`src/rtl/instruction_fetch_if.sv`:
```
// Bus bundle between the fetch stage and its environment:
// instruction memory, execute-stage redirect, and the decode handshake.
interface instruction_fetch_if;
    logic [31:0] imem_addr;
    logic [31:0] imem_data;
    logic        redirect_valid;
    logic [31:0] redirect_target;
    logic        out_valid;
    logic [31:0] out_instr;
    logic [31:0] out_pc;
    logic        out_ready;
    logic [31:0] fetch_count;

    modport master (
        output imem_addr,
        input  imem_data,
        input  redirect_valid,
        input  redirect_target,
        output out_valid,
        output out_instr,
        output out_pc,
        input  out_ready,
        output fetch_count
    );

    modport slave (
        input  imem_addr,
        output imem_data,
        output redirect_valid,
        output redirect_target,
        input  out_valid,
        input  out_instr,
        input  out_pc,
        output out_ready,
        input  fetch_count
    );
endinterface

```
`src/rtl/instruction_fetch.sv`:
```
// Fetch stage: owns the PC, reads a combinational instruction ROM, resolves
// direct jumps locally, takes execute redirects and hands words to decode.
module instruction_fetch #(
    parameter logic [31:0] RESET_PC = 32'h0000_0000
) (
    input  logic                  clk,
    input  logic                  rst_n,
    instruction_fetch_if.master   bus
);
    typedef enum logic {
        BOOT,
        RUN
    } state_t;

    localparam logic [5:0] OP_JUMP = 6'b000010;

    state_t      state_q, state_d;
    logic [31:0] pc_q, pc_d;
    logic        out_valid_q, out_valid_d;
    logic [31:0] out_instr_q, out_instr_d;
    logic [31:0] out_pc_q, out_pc_d;
    logic [31:0] fetch_count_q, fetch_count_d;

    logic [31:0] pc_plus4;
    logic        advance;
    logic        handshake;
    logic        unused_target_lsbs;

    assign unused_target_lsbs = ^bus.redirect_target[1:0];

    always_comb begin
        state_d       = RUN;
        pc_d          = pc_q;
        out_valid_d   = out_valid_q;
        out_instr_d   = out_instr_q;
        out_pc_d      = out_pc_q;

        pc_plus4  = pc_q + 32'd4;
        advance   = (state_q == RUN) && (!out_valid_q || bus.out_ready);
        handshake = out_valid_q && bus.out_ready;

        // A consumed word still counts when a redirect flushes in the same cycle.
        fetch_count_d = fetch_count_q + {31'd0, handshake};

        if (bus.redirect_valid) begin
            pc_d        = {bus.redirect_target[31:2], 2'b00};
            out_valid_d = 1'b0;
        end else if (advance) begin
            out_instr_d = bus.imem_data;
            out_pc_d    = pc_q;
            out_valid_d = 1'b1;
            if (bus.imem_data[31:26] == OP_JUMP) begin
                pc_d = {pc_plus4[31:28], bus.imem_data[25:0], 2'b00};
            end else begin
                pc_d = pc_plus4;
            end
        end
    end

    always_ff @(posedge clk) begin
        if (!rst_n) begin
            state_q       <= BOOT;
            pc_q          <= RESET_PC;
            out_valid_q   <= 1'b0;
            out_instr_q   <= '0;
            out_pc_q      <= '0;
            fetch_count_q <= '0;
        end else begin
            state_q       <= state_d;
            pc_q          <= pc_d;
            out_valid_q   <= out_valid_d;
            out_instr_q   <= out_instr_d;
            out_pc_q      <= out_pc_d;
            fetch_count_q <= fetch_count_d;
        end
    end

    assign bus.imem_addr   = pc_q;
    assign bus.out_valid   = out_valid_q;
    assign bus.out_instr   = out_instr_q;
    assign bus.out_pc      = out_pc_q;
    assign bus.fetch_count = fetch_count_q;
endmodule

```
`src/flat_wrapper.sv`:
```
// flat-port wrapper written by rule: the top's interface ports become plain ports
module instruction_fetch_flat 
#(
    parameter logic [31:0] RESET_PC = 32'h0000_0000
)
  (clk, rst_n, bus_imem_addr, bus_imem_data, bus_redirect_valid, bus_redirect_target, bus_out_valid, bus_out_instr, bus_out_pc, bus_out_ready, bus_fetch_count);
  instruction_fetch_if bus_i ();
  input  logic clk;
  input  logic rst_n;
  output wire logic [$bits(bus_i.imem_addr)-1:0] bus_imem_addr;
  input wire logic [$bits(bus_i.imem_data)-1:0] bus_imem_data;
  input wire logic [$bits(bus_i.redirect_valid)-1:0] bus_redirect_valid;
  input wire logic [$bits(bus_i.redirect_target)-1:0] bus_redirect_target;
  output wire logic [$bits(bus_i.out_valid)-1:0] bus_out_valid;
  output wire logic [$bits(bus_i.out_instr)-1:0] bus_out_instr;
  output wire logic [$bits(bus_i.out_pc)-1:0] bus_out_pc;
  input wire logic [$bits(bus_i.out_ready)-1:0] bus_out_ready;
  output wire logic [$bits(bus_i.fetch_count)-1:0] bus_fetch_count;
  assign bus_imem_addr = bus_i.imem_addr;
  assign bus_i.imem_data = bus_imem_data;
  assign bus_i.redirect_valid = bus_redirect_valid;
  assign bus_i.redirect_target = bus_redirect_target;
  assign bus_out_valid = bus_i.out_valid;
  assign bus_out_instr = bus_i.out_instr;
  assign bus_out_pc = bus_i.out_pc;
  assign bus_i.out_ready = bus_out_ready;
  assign bus_fetch_count = bus_i.fetch_count;
  instruction_fetch #(.RESET_PC(RESET_PC)) u_core (.clk(clk), .rst_n(rst_n), .bus(bus_i));
endmodule
```
`config.mk`:
```
export PLATFORM = sky130hd
export DESIGN_NAME = instruction_fetch_flat
export DESIGN_NICKNAME = d
export VERILOG_FILES = /design/src/rtl/instruction_fetch_if.sv /design/src/rtl/instruction_fetch.sv /design/src/flat_wrapper.sv
export SDC_FILE = /design/constraint.sdc
export NUM_CORES = 1
export LEC_CHECK = 0
export BUFFER_PORTS_ARGS = -buffer_cell sky130_fd_sc_hd__buf_2
export CAP_MARGIN = 40
export CORE_ASPECT_RATIO = 0.5
export CORE_MARGIN = 4
export CORE_UTILIZATION = 50
export DETAILED_ROUTE_END_ITERATION = 7
export GPL_TIMING_DRIVEN = 0
export PLACE_DENSITY_LB_ADDON = 0.08
export REMOVE_ABC_BUFFERS = 1
export SYNTH_ARGS = -nofsm -noshare
export SYNTH_HDL_FRONTEND = slang
export SYNTH_SLANG_ARGS = --single-unit
```
`constraint.sdc`:
```
create_clock -name clk -period 2.5 [get_ports clk]
set_input_delay 0.5 -clock clk [delete_from_list [all_inputs] [get_ports clk]]
set_output_delay 0.5 -clock clk [all_outputs]
set_load 0.1 [all_outputs]
```
# Yosys cells after proc, flatten, opt, wreduce, memory -nomap -nowiden
# Index checks and enable logic that the tools add are counted.
dict set report totals {
  regBits 130
  in_bits 68
  output_inout_bits 129
  wordCells 23
}
dict set report classes {
  addsub 2
  eq_ne 1
  mux 4
  n_bitwise 2
  n_reduce_logical 7
}
# op count
set ops {}
lappend ops {{32-bit two-way mux} 2}
lappend ops {{32-bit by 1-bit adder with 32-bit output} 1}
lappend ops {{32-bit by 3-bit adder with 32-bit output (second input constant)} 1}
lappend ops {{28-bit two-way mux} 1}
lappend ops {{6-bit by 2-bit == test with 1-bit output (second input constant)} 1}
lappend ops {{1-bit logical AND} 2}
lappend ops {{1-bit NOT} 2}
lappend ops {{2-bit AND reduction} 1}
lappend ops {{2-bit nonzero test} 1}
lappend ops {{2-bit OR reduction} 1}
lappend ops {{1-bit zero test} 1}
lappend ops {{1-bit logical OR} 1}
lappend ops {{1-bit two-way mux} 1}

# Depth between registers and ports, before layout
# Gate-level depths: netlist of the first run.
dict set report depth {
  ltp_word 5
  depth_mapped 9
  depth_no_buf 8
}

# Worst setup path before layout of the first run
# Ideal clock, no wire load.
dict set report synth_timing {
  path_kind {reg-to-reg}
  from {register u_core.out_valid_q (netlist: u_core.bus.out_valid)}
  to {register u_core.fetch_count_q[12] (netlist: u_core.bus.fetch_count[12])}
  setup_time_ps 115
  t_arrival_ps 2615
  required_ps 2385
  slack_ps -230
  path_stages_with_launch 10
  n_path_buf 1
  period_less_slack_ps 2730
  path_cell_list {dfxtp_1 > and2_1 > ha_1 > ha_1 > and3_1 > buf_2 > nor3b_4 > nand4_1 > xnor2_1 > and2_1}
}
dict set report synth_between {
  elab_chain_len 2
}
# item line
set synth_lines {}
lappend synth_lines {{from (decl)} instruction_fetch.sv:19} ;# logic out_valid_q, out_valid_d;
lappend synth_lines {{from (signal assigned)} instruction_fetch.sv:71} ;# out_valid_q <= out_valid_d;
lappend synth_lines {{1-bit logical AND} instruction_fetch.sv:40} ;# handshake = out_valid_q && bus.out_ready;
lappend synth_lines {{32-bit by 1-bit adder with 32-bit output} instruction_fetch.sv:43} ;# fetch_count_d = fetch_count_q + {31'd0, handshake};
lappend synth_lines {{to (signal assigned)} instruction_fetch.sv:74} ;# fetch_count_q <= fetch_count_d;
lappend synth_lines {{to (decl)} instruction_fetch.sv:22} ;# logic [31:0] fetch_count_q, fetch_count_d;
# No other way between the ends.
# A chain may end at the register's enable or synchronous reset.

# Worst setup path after layout of the first run
dict set report layout_timing {
  from {register u_core.out_valid_q (netlist: u_core.bus.out_valid)}
  to {register u_core.pc_q[31] (netlist: u_core.bus.imem_addr[31])}
}
dict set report layout_between {
  elab_chain_len 4
}
# item line
set layout_lines {}
lappend layout_lines {{1-bit zero test} instruction_fetch.sv:39} ;# advance = (state_q == RUN) && (!out_valid_q || bus.out_ready);
lappend layout_lines {{1-bit logical OR} instruction_fetch.sv:39}
lappend layout_lines {{1-bit logical AND} instruction_fetch.sv:39}
lappend layout_lines {{2-bit nonzero test (no source line)} n/a}
lappend layout_lines {{to (signal assigned)} instruction_fetch.sv:70} ;# pc_q <= pc_d;
lappend layout_lines {{to (decl)} instruction_fetch.sv:18} ;# logic [31:0] pc_q, pc_d;
# No other way between the ends.

==> flow_summary.yaml, run 1 <==
floorplanning:
  initial_utilization_pct: 52.53
  coreArea_um2: 11250
  num_rows: 27
  fp.dieH_um: 84.88
  boundaryPins: 197
  die_w_um: 161.7
  dieArea_um2: 13730
routing:
  wl_per_cell_um: 15.81
  route.detailed.drc: 0
  dr.pass1.iters: 5
  drt_wl_total_um: 16950
  ant_nets: 0
  via_per_inst: 5.458
  drt_iter0_drc: 450
  num_vias: 5851
global_route:
  antenna_found_initial: 0
  grt_max_degree: 58
  grt_pass1_vias: 5510
  grt_overflow: 0
  grt_use_total_pct: 24.46
  grt_pass1_wl_um: 27700
cts:
  clock-sinks: 130
  cts_tree: "done"
  clkTransAtPathRegs_ns: 0.06
  clock_path_buffers: 2
  h-tree-depth: 4
  cts_root_buf: "clkbuf_16"
  cts-buffers-inserted: 17
  clock_latency_ns: 0.41
power_and_ir_drop:
  pwr-share-comb_pct: 16.6
  vdd_drop_max_mv: 0.3903
  seq_power_share_pct: 38.2
  intPower_mw: 4.035
  swShare_pct: 31.05
  p_leak_nw: 3.347
  switching_power_mw: 1.817
  power_density_nw_per_um2: 765.5
  p_clk_share_pct: 45.2
yosys:
  synthDistinctLibCells: 57
  netlist_instances: 729
  synth_ff_type: "dfxtp_1"
  synth_edf_count: 0
  seq_area_frac_synth_pct: 44.04
  yosysMostFrequentCell: "nand2_1"
  synth_area_um2: 5909
  ys_async_sr_fraction_pct: 0
  ys_ff_latch: 130
  synthTopCellsByCount: "nand2_1 (159), dfxtp_1 (130), a21oi_1 (77)"
  synth_area_leaders: "dfxtp_1 (44%), nand2_1 (10%), a21oi_1 (6.5%)"
  synth_top_cell_area_share_pct: 44.04
  yosys.area.top_type: "dfxtp_1"
  syn_area_per_cell_um2: 8.106
  synth_warnings: 0
critical_path:
  worst-setup-path-type: "reg2reg"
  cp_data_arrival_time_ns: 2.58
  worstRegToRegCells: 6
  cp_max_fo: 36
  cp-end-kind: "register"
  crit_required_ns: 2.83
  start_kind: "register"
cells_and_area:
  multi_input_comb_area_um2: 3097
  drive_above_1_share_pct: 28.26
  nNetsFinal: 971
  area_growth_pct: 29.37
  fillCellCount: 1004
  seq_area_um2: 2603
  utilization_pct: 67.96
  design_area_um2: 7645
  antennaDiodeCount: 0
timing:
  period_needed_ns: 2.258
  maxSlewViolCount: 0
  rsz0062_at_grt: "no"
  fin_crit_sh_pct: 90.34
  finalSetupViolations: 0
  final_hold_viol_count: 0
  slew-limit-headroom_pct: 51.05
  max_freq_mhz: 442.8
  clock_skew_ns: 0.007325
  worst_pin_slew_ns: 0.7342
place:
  portBuffers: 194
  gp_congestion: 0.7884
  hpwl_um: 11580
  place_area_um2: 7002
min_path:
  holdPathStages: 2
  holdCritPathClass: "in2reg"
run:
  cap_violations: 0
outcome:
  status: "finished clean"
-- cell type report --
class / count / area share (%)
clock buffers: 19 / 5.794
clock inverters: 13 / 2.406
flip-flops and latches: 130 / 34.04
repair buffers: 200 / 14.29
well taps: 159 / 2.602
multi-input cells: 545 / 40.51
inverters: 6 / 0.3601
-- placed cells by master (no fill, tap or decap), types with 4 or more instances in the layout --
master / instances
nand3_1: 32
a211oi_1: 13
o31ai_1: 5
nor3_1: 14
nor2_1: 43
o22ai_1: 14
and2_1: 11
o21ai_1: 5
nand2_1: 158
a21oi_1: 77
bufinv_16: 4
xor2_1: 34
nor2_2: 4
buf_2: 194
xnor2_1: 10
dfxtp_1: 130
o21ai_0: 23
nand4_1: 20
and3_1: 21
and4_1: 6
clkbuf_16: 17
inv_1: 4
-- timing repair --
| action | 4_1_cts | 5_1_grt |
|---|---|---|
| pin swaps | 0 | 0 |
| resized for setup | 3 | 1 |
| setup endpoints to repair | 13 | 13 |
| hold buffers | 0 | 0 |
| buffers inserted | 0 | 0 |
-- final timing paths --
| check | from | endpoint | slack (ns) |
|---|---|---|---|
| worst max register to register | u_core.bus.out_valid | u_core.bus.imem_addr[31] | 0.24 |
| worst min register to register | u_core.bus.out_instr[14] | u_core.bus.out_instr[14] | 0.45 |
| worst min-delay path | bus_redirect_target[3] | u_core.bus.imem_addr[3] | 0.32 |
| worst max-delay path | u_core.bus.out_valid | u_core.bus.imem_addr[31] | 0.24 |
-- sequential cells by signal, indices dropped and copies added, names as in the netlist --
name,cells
u_core.bus.fetch_count,32
u_core.bus.imem_addr,32
u_core.bus.out_instr,32
u_core.bus.out_pc,32
u_core.bus.out_valid,1
u_core.state_q,1
-- worst max-delay path: stages, from the launching register on --
cell,delay [ns]
dfxtp_1,0.32
nand2b_1,0.12
and2_1,0.50
buf_16,0.23
nand2_4,0.25
or4_1,0.58
o221ai_1,0.17
-- power by group through the flow --
| stage | logic [mW] | registers [mW] | clock network (mW) |
|---|---|---|---|
| final | 0.971 | 2.24 | 2.64 |
| after global placement | 0.944 | 2.27 | 0 |
| after CTS | 0.974 | 2.23 | 2.68 |
| after floorplan | 0.196 | 2.80 | 0 |
| after detailed placement | 0.969 | 2.28 | 0 |
| after global routing | 1.02 | 2.25 | 2.78 |
-- per-stage QoR --
step	setup TNS, ns	total power, mW	hold WS, ns	std cells	worst slack [ns]
2_1_floorplan	-46.08	2.998	0.4757	681	-0.9302
3_3_place_gp	-173.43	3.218	0.4390	1034	-2.529
3_5_place_dp	-16.08	3.247	0.4430	1040	-0.7124
4_1_cts	0	5.888	0.3112	1072	0.04801
5_1_grt	0	6.045	0.3261	1072	0.06757
6_report	0	5.852	0.3194	1072	0.2416
-- cells by family after synthesis --
| kind of cell | Yosys count | share of synthesized area [%] |
|---|---|---|
| AND/OR/NAND/NOR | 338 | 28.77 |
| flip-flops | 130 | 44.04 |
| adder cells (fa/ha/maj) | 3 | 0.6353 |
| XOR/XNOR | 44 | 6.521 |
| AO/OA/AOI/OAI | 157 | 15.63 |
| buffers and inverters | 54 | 3.853 |
| multiplexers | 3 | 0.5505 |
-- metal layers --
metal	part of all wire (%)	up-vias	wire length, um	track usage [%]
li1	-	2900	-	-
met4	1.2	0	200	6.523
met5	0	-	0	0
met3	7.6	23	1280	7.035
met2	45	189	7678	39.32
met1	46	2739	7789	32.65
Note: power is estimated with default switching activity, not from simulation.
==> inputs of run 2 (changes only) <==
Settings changed: BUFFER_PORTS_ARGS -buffer_cell sky130_fd_sc_hd__buf_2 to -buffer_cell sky130_fd_sc_hd__clkbuf_2.
==> flow_summary.yaml, run 2 (synthesis gave the netlist of run 1 again) <==
outcome:
  status: "finished clean"
power_and_ir_drop:
  intPower_mw: 3.852
  power_density_nw_per_um2: 746.7
  p_leak_nw: 3.253
  seq_power_share_pct: 39.4
  swShare_pct: 32.16
  vdd_drop_max_mv: 0.4419
  p_clk_share_pct: 43.5
  pwr-share-comb_pct: 17.1
  switching_power_mw: 1.826
global_route:
  grt.busiest_layer: "met2"
  grt_pass1_vias: 5352
  grt_max_degree: 58
  antenna_found_initial: 0
  met2_usage_pct: 39.21
  grt_use_total_pct: 24.58
  grtUsageMet3_pct: 7.230
  grt_pass1_wl_um: 27680
  grt_overflow: 0
  use_met1_pct: 33.12
timing:
  period_needed_ns: 2.374
  worst_pin_slew_ns: 0.8221
  slew-limit-headroom_pct: 45.19
  finalSetupViolations: 0
  fin_crit_sh_pct: 94.94
  clock_skew_ns: 0.01220
  final_hold_viol_count: 0
  rsz0062_at_grt: "no"
  maxSlewViolCount: 0
  max_freq_mhz: 421.3
routing:
  drt_iter0_drc: 496
  via_per_inst: 5.460
  dr.pass1.iters: 6
  drt_wl_total_um: 17190
  ant_nets: 0
  num_vias: 5853
  wl_per_cell_um: 16.03
  route.detailed.drc: 0
cts:
  cts_root_buf: "clkbuf_16"
  cts-buffers-inserted: 17
  clock-sinks: 130
  clock_latency_ns: 0.42
  cts_setup_buffers: 0
  clock_path_buffers: 2
  clkTransAtPathRegs_ns: 0.06
  hold_buffers: 0
  cts_tree: "done"
  h-tree-depth: 4
min_path:
  holdPathStages: 3
  hp-start: "bus_redirect_target[14]"
  hold_end: "u_core.bus.imem_addr[14]"
  holdCritPathClass: "in2reg"
floorplanning:
  fp.dieH_um: 84.88
  boundaryPins: 197
  initial_utilization_pct: 52.53
  die_w_um: 161.7
  dieArea_um2: 13730
  num_rows: 27
  coreArea_um2: 11250
cells_and_area:
  final_cell_mix: "clkbuf_2 (193), nand2_1 (158), dfxtp_1 (130), a21oi_1 (77), nor2_1 (43)"
  fillCellCount: 1004
  seq_area_um2: 2603
  area_growth_pct: 28.67
  antennaDiodeCount: 0
  final_common_cell: "clkbuf_2"
  drive_above_1_share_pct: 28.37
  design_area_um2: 7604
  stdcell_count: 1072
  multi_input_comb_area_um2: 3097
  nNetsFinal: 971
critical_path:
  r2r_setup_slack_ns: 0.13
  crit_chain: "nand2b_1 > and2_1 > buf_8 > nand2_4 > or4_1 > o221ai_1"
  cp_num_buf_inv: 1
  crit_required_ns: 2.81
  cp_data_arrival_time_ns: 2.69
  cp-end-kind: "register"
  slowest_delay_ns: 0.59
  worst-setup-path-type: "reg2reg"
  cp_top_family: "simple AND/OR/NAND/NOR gates"
  r2r-start: "u_core.bus.out_valid"
  worstRegToRegCells: 6
  r2r-end: "u_core.bus.imem_addr[31]"
  start_kind: "register"
  cpMaxStageDelayCell: "or4_1"
  cp_max_fo: 36
place:
  dpl.cell_count: 1040
  gp_congestion: 0.7923
  place_area_um2: 6993
  portBuffers: 194
  hpwl_um: 11850
run:
  cap_violations: 0
run 2: cell count changes in the layout (fill, tap and decap cells not counted), sizes merged:
cell and delta:
buf -193, bufinv -2, clkbuf +193, clkinv +5, clkinvlp -2, inv -1
run 2: cell type report:
class	count	share of cell area, %
inverter	6	0.4278
clock inverter	13	1.794
sequential	130	34.23
tap	159	2.616
timing repair buffer	200	14.25
clock buffer	19	5.957
multi-input combinational	545	40.73
run 2: how the worst max path moves through the flow:
stage                         startpoint  depth (start not counted)  slack [ns]                  endpoint
floorplan           u_core.bus.out_valid                          5       -0.93  u_core.bus.imem_addr[31]
global placement      bus_redirect_valid                          5       -2.72  u_core.bus.imem_addr[26]
detailed placement    bus_redirect_valid                          6       -0.91  u_core.bus.imem_addr[25]
CTS                   bus_redirect_valid                          6        0.10  u_core.bus.imem_addr[21]
global route        u_core.bus.out_valid                          6        0.03  u_core.bus.imem_addr[31]
finish              u_core.bus.out_valid                          6        0.13  u_core.bus.imem_addr[31]
run 2: worst min-delay path, delay by kind of cell:
kind                   cells  cell delay [ns]
buffers and inverters      1             0.07
AOI/OAI and AO/OA          1             0.06
and+or+nand+nor            1             0.06
run 2: metal layers:
metal	vias up	share of wire, %
li1	2897	-
met1	2729	46
met2	203	45
met3	24	7.2
met4	0	1.4
met5	-	0
run 2: repair_timing:
action | 4_1_cts | 5_1_grt
hold endpoints to repair | 0 | 0
setup endpoints to repair | 14 | 13
cloned | 0 | 0
resized for setup | 4 | 3
run 2: metrics by stage:
stage / setup TNS (ns) / setup slack, ns / power (mW) / hold WS, ns / util [%]
2_1_floorplan: -46.08 / -0.9302 / 2.998 / 0.4757 / -
3_5_place_dp: -26.06 / -0.9119 / 3.245 / 0.4458 / 62.16
4_1_cts: 0 / 0.1022 / 5.712 / 0.3075 / 67.55
6_report: 0 / 0.1265 / 5.678 / 0.3102 / 67.59
3_3_place_gp: -184.06 / -2.725 / 3.219 / 0.4415 / 61.11
5_1_grt: 0 / 0.03009 / 5.870 / 0.3095 / 67.59
run 2: power groups by stage:
stage          Sequential [mW]  Clock, mW  Combinational, mW
6_report                  2.24       2.47              0.970
4_1_cts                   2.24       2.51              0.970
3_5_place_dp              2.28          0              0.965
2_1_floorplan             2.80          0              0.196
3_3_place_gp              2.28          0              0.941
5_1_grt                   2.25       2.61               1.02
==> inputs of run 3 (changes only) <==
Settings changed: RECOVER_POWER set to 50.
==> flow_summary.yaml, run 3 (synthesis gave the netlist of run 1 again) <==
critical_path:
  worst-setup-path-type: "reg2reg"
  cpMaxStageDelayCell: "or4_1"
  cp-startpoint: "u_core.bus.out_valid"
  cp-end-kind: "register"
  crit_chain: "nand2b_1 > and2_1 > buf_8 > nand2_4 > or4_1 > o221ai_1"
  cp_max_fo: 36
  cp_num_buf_inv: 1
  r2r-start: "u_core.bus.out_valid"
  cp_top_family: "simple AND/OR/NAND/NOR gates"
  slowest_delay_ns: 0.59
  cp_data_arrival_time_ns: 2.69
  start_kind: "register"
  crit_required_ns: 2.81
cells_and_area:
  final_cell_mix: "nand2_1 (158), dfxtp_1 (130), clkbuf_1 (99), clkbuf_2 (93), a21oi_1 (77)"
  final_common_cell: "nand2_1"
  nNetsFinal: 971
  antennaDiodeCount: 0
  area_growth_pct: 25.87
  drive_above_1_share_pct: 17.20
min_path:
  hp-start: "bus_imem_data[24]"
  holdCritPathClass: "in2reg"
cts:
  cts_setup_buffers: 0
  h-tree-depth: 4
  clock_latency_ns: 0.42
  cts_tree: "done"
  cts_root_buf: "clkbuf_16"
  clock-sinks: 130
  clock_path_buffers: 2
  clkTransAtPathRegs_ns: 0.06
  cts-buffers-inserted: 17
timing:
  worst_pin_slew_ns: 1.237
  max_freq_mhz: 420.3
  final_hold_viol_count: 0
  rsz0062_at_grt: "no"
  slew-limit-headroom_pct: 17.89
  period_needed_ns: 2.379
  hold_ws_ns: 0.3119
  clock_skew_ns: 0.01084
  finalSetupTns_ns: 0
  maxSlewViolCount: 0
  finalSetupViolations: 0
  fin_crit_sh_pct: 95.18
global_route:
  grt_overflow: 0
  grt_pass1_wl_um: 27680
  grt_max_degree: 58
  antenna_found_initial: 0
  grt_pass1_vias: 5352
  grt_use_total_pct: 24.58
routing:
  dr.pass1.iters: 7
  wl_per_cell_um: 16.13
  route.detailed.drc: 0
  num_vias: 5869
  drt_iter0_drc: 514
  ant_nets: 0
  drt_wl_total_um: 17290
  via_per_inst: 5.475
power_and_ir_drop:
  seq_power_share_pct: 39.5
  swShare_pct: 32.22
  switching_power_mw: 1.823
  pwr-share-comb_pct: 16.8
  p_clk_share_pct: 43.7
  vdd_drop_max_mv: 0.4431
  p_leak_nw: 2.895
  intPower_mw: 3.836
  power_density_nw_per_um2: 760.8
floorplanning:
  dieArea_um2: 13730
  fp.dieH_um: 84.88
  die_w_um: 161.7
  initial_utilization_pct: 52.53
  coreArea_um2: 11250
  boundaryPins: 197
  num_rows: 27
run:
  cap_violations: 0
place:
  gp_congestion: 0.7923
  hpwl_um: 11850
  portBuffers: 194
outcome:
  status: "finished clean"
[run 3: path summary, 6_finish.rpt]
| check | cells after the start | endpoint | slack (ns) |
|---|---|---|---|
| max | 6 | u_core.bus.imem_addr[31] | 0.12 |
| min | 3 | u_core.bus.out_instr[24] | 0.31 |
| max reg2reg | 6 | u_core.bus.imem_addr[31] | 0.12 |
| min reg2reg | 2 | u_core.bus.out_pc[9] | 0.45 |
[run 3: per-layer routing]
metal	part of all wire, %	GRT usage, %	vias up
met5	0	0	-
met1	46	33.12	2741
met2	46	39.21	211
li1	-	-	2890
met4	1.4	6.140	0
met3	7.1	7.230	27
[run 3: power by group through the flow]
stage                     combinational [mW]  sequential, mW  clock, mW
after floorplan                        0.196            2.80          0
after global placement                 0.941            2.28          0
after detailed placement               0.965            2.28          0
after CTS                              0.970            2.24       2.51
after global routing                   0.997            2.25       2.61
final                                  0.951            2.24       2.47
[run 3: area by class of cell]
| type | instances | area (um2) |
|---|---|---|
| clock buffers | 19 | 452.9 |
| clock inverters | 13 | 136.4 |
| fillers | 1063 | 3811 |
| inverters | 6 | 30.03 |
| multi-input cells | 545 | 3079 |
| flip-flops and latches | 130 | 2603 |
| well taps | 159 | 198.9 |
| repair buffers | 200 | 938.4 |
[run 3: tightest hold or removal path: stages]
cell and delay, ns:
clkbuf_2 0.09, nand2_1 0.05, a21oi_1 0.05
[run 3: through the flow]
| step | total power [mW] | instance area [um2] | util [%] | cells | setup WS (ns) |
|---|---|---|---|---|---|
| after floorplan | 2.998 | 5704 | - | 681 | -0.9302 |
| after global placement | 3.219 | 6874 | 61.11 | 1034 | -2.725 |
| after detailed placement | 3.245 | 6993 | 62.16 | 1040 | -0.9119 |
| after CTS | 5.712 | 7599 | 67.55 | 1072 | 0.1022 |
| after global routing | 5.851 | 7438 | 66.12 | 1072 | 0.02866 |
| final | 5.659 | 7438 | 66.12 | 1072 | 0.1206 |
[run 3: repair_timing]
action	in CTS	in global routing
endpoints found under the setup margin	14	13
resized for setup	4	3
hold buffers	0	0
